[src/rtl/cpu_ctrl_fsm.sv]
// Multicycle fetch/decode/execute control FSM: parametrised memory latency and
// store hold, branch, HALT/resume, external stall and illegal-opcode flagging.
module cpu_ctrl_fsm #(
  parameter int MEM_LAT    = 1,
  parameter int STORE_HOLD = 1,
  parameter int CNT_W      = 4
) (
  input  logic       clk,
  input  logic       reset,
  input  logic [2:0] instr_type,
  input  logic       cond_true,
  input  logic       stall,
  input  logic       resume,
  output logic       PC_enable,
  output logic       PC_load,
  output logic       IR_enable,
  output logic       R_enable,
  output logic       ALU_Bus_enable,
  output logic       reg_read,
  output logic       WrtBrm_en,
  output logic       Flags_Enable,
  output logic       halted,
  output logic       illegal,
  output logic [3:0] state_o
);

  typedef enum logic [3:0] {
    FETCH     = 4'd0,
    DECODE    = 4'd1,
    EXEC_R    = 4'd2,
    STORE_WR  = 4'd3,
    LOAD_RD   = 4'd4,
    LOAD_WB   = 4'd5,
    STORE_HLD = 4'd6,
    JUMP      = 4'd7,
    BRANCH    = 4'd8,
    HALT      = 4'd9
  } state_t;

  localparam logic [CNT_W-1:0] LAT_C   = CNT_W'(MEM_LAT);
  localparam bit               HOLD_EN = (STORE_HOLD > 0);
  localparam logic [CNT_W-1:0] HOLD_C  = HOLD_EN ? CNT_W'(STORE_HOLD - 1) : {CNT_W{1'b0}};
  localparam logic [CNT_W-1:0] ONE_C   = {{(CNT_W-1){1'b0}}, 1'b1};

  state_t           state_r;
  logic [CNT_W-1:0] cnt_r;
  logic             cnt_zero_s;

  logic pc_en_s, pc_ld_s, ir_en_s, r_en_s, alu_bus_s;
  logic rd_s, wr_s, flags_s, halted_s, illegal_s;

  assign cnt_zero_s = (cnt_r == {CNT_W{1'b0}});

  // State and shared wait counter; a stall freezes both.
  always_ff @(posedge clk or negedge reset) begin
    if (!reset) begin
      state_r <= FETCH;
      cnt_r   <= LAT_C;
    end else if (stall) begin
      state_r <= state_r;
      cnt_r   <= cnt_r;
    end else begin
      case (state_r)
        FETCH: begin
          if (cnt_zero_s) begin
            state_r <= DECODE;
          end else begin
            cnt_r <= cnt_r - ONE_C;
          end
        end
        DECODE: begin
          cnt_r <= LAT_C;
          case (instr_type)
            3'b000:  state_r <= EXEC_R;
            3'b001:  state_r <= STORE_WR;
            3'b010:  state_r <= LOAD_RD;
            3'b011:  state_r <= JUMP;
            3'b100:  state_r <= BRANCH;
            3'b110:  state_r <= HALT;
            default: state_r <= FETCH;
          endcase
        end
        STORE_WR: begin
          if (HOLD_EN) begin
            state_r <= STORE_HLD;
            cnt_r   <= HOLD_C;
          end else begin
            state_r <= FETCH;
            cnt_r   <= LAT_C;
          end
        end
        STORE_HLD: begin
          if (cnt_zero_s) begin
            state_r <= FETCH;
            cnt_r   <= LAT_C;
          end else begin
            cnt_r <= cnt_r - ONE_C;
          end
        end
        LOAD_RD: begin
          if (cnt_zero_s) begin
            state_r <= LOAD_WB;
            cnt_r   <= LAT_C;
          end else begin
            cnt_r <= cnt_r - ONE_C;
          end
        end
        HALT: begin
          if (resume) begin
            state_r <= FETCH;
            cnt_r   <= LAT_C;
          end else begin
            state_r <= HALT;
          end
        end
        default: begin
          state_r <= FETCH;
          cnt_r   <= LAT_C;
        end
      endcase
    end
  end

  // Raw per-state controls; reset forces the idle pattern (bus mux on ALU).
  always_comb begin
    pc_en_s   = 1'b0;
    pc_ld_s   = 1'b0;
    ir_en_s   = 1'b0;
    r_en_s    = 1'b0;
    alu_bus_s = 1'b1;
    rd_s      = 1'b0;
    wr_s      = 1'b0;
    flags_s   = 1'b0;
    halted_s  = 1'b0;
    illegal_s = 1'b0;
    if (reset) begin
      case (state_r)
        FETCH:  ir_en_s = cnt_zero_s;
        DECODE: begin
          pc_en_s   = 1'b1;
          illegal_s = (instr_type == 3'b111);
        end
        EXEC_R: begin
          r_en_s  = 1'b1;
          flags_s = 1'b1;
        end
        STORE_WR: begin
          alu_bus_s = 1'b0;
          rd_s      = 1'b1;
          wr_s      = 1'b1;
        end
        STORE_HLD: alu_bus_s = 1'b1;
        LOAD_RD: begin
          alu_bus_s = 1'b0;
          rd_s      = 1'b1;
        end
        LOAD_WB: begin
          alu_bus_s = 1'b0;
          r_en_s    = 1'b1;
        end
        JUMP: begin
          pc_ld_s = 1'b1;
          r_en_s  = 1'b1;
        end
        BRANCH: pc_ld_s  = cond_true;
        HALT:   halted_s = 1'b1;
        default: alu_bus_s = 1'b0;
      endcase
    end else begin
      alu_bus_s = 1'b1;
    end
  end

  // Stall suppresses every side-effecting strobe; bus select and read phase hold.
  assign PC_enable      = pc_en_s   & ~stall;
  assign PC_load        = pc_ld_s   & ~stall;
  assign IR_enable      = ir_en_s   & ~stall;
  assign R_enable       = r_en_s    & ~stall;
  assign WrtBrm_en      = wr_s      & ~stall;
  assign Flags_Enable   = flags_s   & ~stall;
  assign illegal        = illegal_s & ~stall;
  assign ALU_Bus_enable = alu_bus_s;
  assign reg_read       = rd_s;
  assign halted         = halted_s;
  assign state_o        = state_r;

endmodule
[config.mk]
export PLATFORM = sky130hd
export DESIGN_NAME = cpu_ctrl_fsm
export DESIGN_NICKNAME = d
export VERILOG_FILES = /design/src/rtl/cpu_ctrl_fsm.sv
export SDC_FILE = /design/constraint.sdc
export NUM_CORES = 1
export LEC_CHECK = 0
export CAP_MARGIN = 20
export CELL_PAD_IN_SITES_DETAIL_PLACEMENT = 0
export CELL_PAD_IN_SITES_GLOBAL_PLACEMENT = 1
export CORE_MARGIN = 8
export CORE_UTILIZATION = 33
export DETAILED_ROUTE_END_ITERATION = 12
export GPL_TIMING_DRIVEN = 1
export PLACE_DENSITY = 0.81
export SLEW_MARGIN = 20
export SYNTH_ARGS = -nofsm -noshare
export SYNTH_HDL_FRONTEND = slang
export SYNTH_SLANG_ARGS = --single-unit
export TNS_END_PERCENT = 100
[constraint.sdc]
create_clock -name clk -period 1.6 [get_ports clk]
set_input_delay 0.4 -clock clk [delete_from_list [all_inputs] [get_ports clk]]
set_output_delay 0.4 -clock clk [all_outputs]
set_load 0.01 [all_outputs]
==> reports/results.txt <==
Slew @ Worst Pin: 309 ps
total die area: 4030 sq um
vias per cell: 5.40
WL/cell: 17.3 um
synthesized net count: 101
R2R Setup Slk: -140 ps
crit-path cells: buf_6, nand2_2, nor3_2, a31oi_1, nor3b_2, buf_2
row count: 17
ratio of cells with drive above 1 in the final layout: 63.4%
Hold/Removal Path Class: input port to async pin
largest net degree at the start of global routing: 14
Synth Area in Compound Gates: 26.6%
commonest non-fill, non-tap cells in the layout: buf_4 (42), buf_6 (11), buf_2 (10)
GRT overflow: 0
Worst path top cell family by delay: simple AND/OR/NAND/NOR gates
Syn Inst Count: 92
number of antenna violations at the first check in global routing: 0
CTS tree: done
Routed Antenna Nets: 0
pins over their slew limit: 0
Post-Synth Simple-Gate Area: 36.0%
mux contribution to synthesized area: 1.35%
GRT Total Usage: 14.7%
1st-iter DRT viols: 34
final hold vios: 0
Max Cap Viol: 0
Seq/Total Area, Yosys: 27.1%
setup violators final: 16
violated checks: setup timing
post-synthesis adder-cell area fraction: 1.68%
worst vdd ir: 0.696 mV
DRT Wirelength: 3.32 mm
Area Growth Syn to Fin: 103%
Tmin final: 1910 ps
vias in the first global route: 1066
CP Launch Type: flip-flop
Pre-Repair DR Iteration Count: 4
placer congestion estimate: 0.859
status: finished with violations
Synth cell types: 38
Slew Limit Headroom: 79.2%
RSZ-0062 raised after global routing: yes
post-synthesis async set-or-reset flop share: 100%
DRC: 0
synth warn: 0
critical path buffer and inverter count: 2
CP max-delay cell: dfrtp_1
CTS Buf Count: 3
DIE HEIGHT: 63.5 um
post-synthesis xor/xnor area fraction: 0%
Tcrit/Tclk final: 119%
Main synth FF type: dfrtp_1
later-pin clock latency in the skew report: 270 ps
clock sinks: 8
Port Buffers: 21
Top-Level Pins: 22
Mapped Avg Cell Area: 8.08 sq um
starting density of the core: 34.3%
Worst path max stage delay: 380 ps
ANT cells: 0
Max FO, Critical Path: 6
final cell area excluding filler cells: 1510 sq um
Clock Root Buffer: clkbuf_4
Yosys reg bits: 8
Die W: 63.5 um
synthesized area: 743 sq um
NumNets Final: 174
worst setup margin: -308 ps
Max clock buf depth: 2
commonest non-fill, non-tap cell in the layout: buf_4
total core area: 2170 sq um
main combinational cell family by area after synthesis: simple AND/OR/NAND/NOR gates
placed cell area: 1210 sq um
Setup CP Type: flip-flop to output pin
PD cells: 1430 nW/um^2
H-tree levels: 1
vias after detailed routing: 1037
number of flops mapped to enable cells by yosys: 0
CP arrival: 1510 ps
max frequency: 524 MHz
pre-CTS setup slack: -765 ps
clk_skew: 1.09 ps
leakage component of the power: 0.000686 uW
WP data required: 1200 ps
HPWL Detailed: 1.92 mm
first-pass GRT wire length: 4.91 mm
CP endpoint kind: output pin
Reg clk slew, reported paths: 60 ps
sequential cells by signal (all words and copies together) (netlist names):
register	flops
state_o	4
cnt_r	4
timing repair:
item | in CTS | in global routing
setup buffers | 9 | 11
gates resized for setup | 78 | 23
setup endpoints to repair | 17 | 17
hold buffers | 0 | 0
pin swaps | 14 | 8
logic make-up (layout without fill, tap and decap cells):
logic type	count (synthesis)	count (layout)
flip-flops	8	8
multiplexers	1	1
buffers and inverters	10	82
AO/OA/AOI/OAI	28	28
AND/OR/NAND/NOR	44	44
adder cells (fa/ha/maj)	1	1
layout make-up:
| class | instances | area [sq um] |
|---|---|---|
| timing repair buffer | 74 | 592 |
| inverter | 4 | 15.0 |
| fill | 171 | 664 |
| clock buffer | 4 | 26.3 |
| tap | 28 | 35.0 |
| multi-input combinational | 74 | 633 |
| sequential | 8 | 204 |
report_power, final:
group | internal (uW) | switching (uW)
Combinational | 890 | 684
Sequential | 289 | 99.9
Clock | 96.7 | 91.1
Total | 1280 | 875
routing by layer:
| layer | wire length [um] | GRT usage [%] |
|---|---|---|
| met1 | 1300 | 15.8 |
| met2 | 1710 | 26.5 |
| met3 | 222 | 5.12 |
| met4 | 79 | 3.34 |
| met5 | 0 | 0 |
stage by stage:
stage	std cells	hold slack (ps)	setup TNS (ps)	total power, uW	util, %
5_1_grt	192	316	-3340	2270	69.4
3_5_place_dp	168	598	-7220	1440	55.7
3_3_place_gp	168	590	-6980	1420	55.7
6_report	192	328	-2420	2150	69.4
2_1_floorplan	92	104	-10.8	922	-
4_1_cts	181	305	-1760	1860	63.1
final timing paths:
path                       cells past startpoint        from       end
setup / recovery                               6  state_o[1]   PC_load
hold / removal                                 2       reset  cnt_r[2]
setup reg to reg                               8    cnt_r[0]  cnt_r[3]
hold reg to reg                                2    cnt_r[2]  cnt_r[2]
max in group asynchronous                      2       reset  cnt_r[0]
min in group clk                               2    cnt_r[2]  cnt_r[2]
Yosys cell counts (all sizes together), types with 2 or more instances:
| library cell | number | area [sq um] |
|---|---|---|
| a21oi | 3 | 26.3 |
| a22o | 3 | 26.3 |
| a22oi | 3 | 22.5 |
| and3 | 2 | 12.5 |
| buf | 6 | 38.8 |
| dfrtp | 7 | 175 |
| inv | 4 | 15.0 |
| nand2 | 7 | 28.8 |
| nand2b | 2 | 12.5 |
| nand3 | 4 | 20.0 |
| nor2 | 7 | 31.3 |
| nor2b | 6 | 37.5 |
| nor3 | 4 | 20.0 |
| nor3b | 5 | 53.8 |
| nor4 | 4 | 31.3 |
| o21ai | 11 | 55.1 |
| o41ai | 2 | 17.5 |
Note: power is estimated with default switching activity, not from simulation.
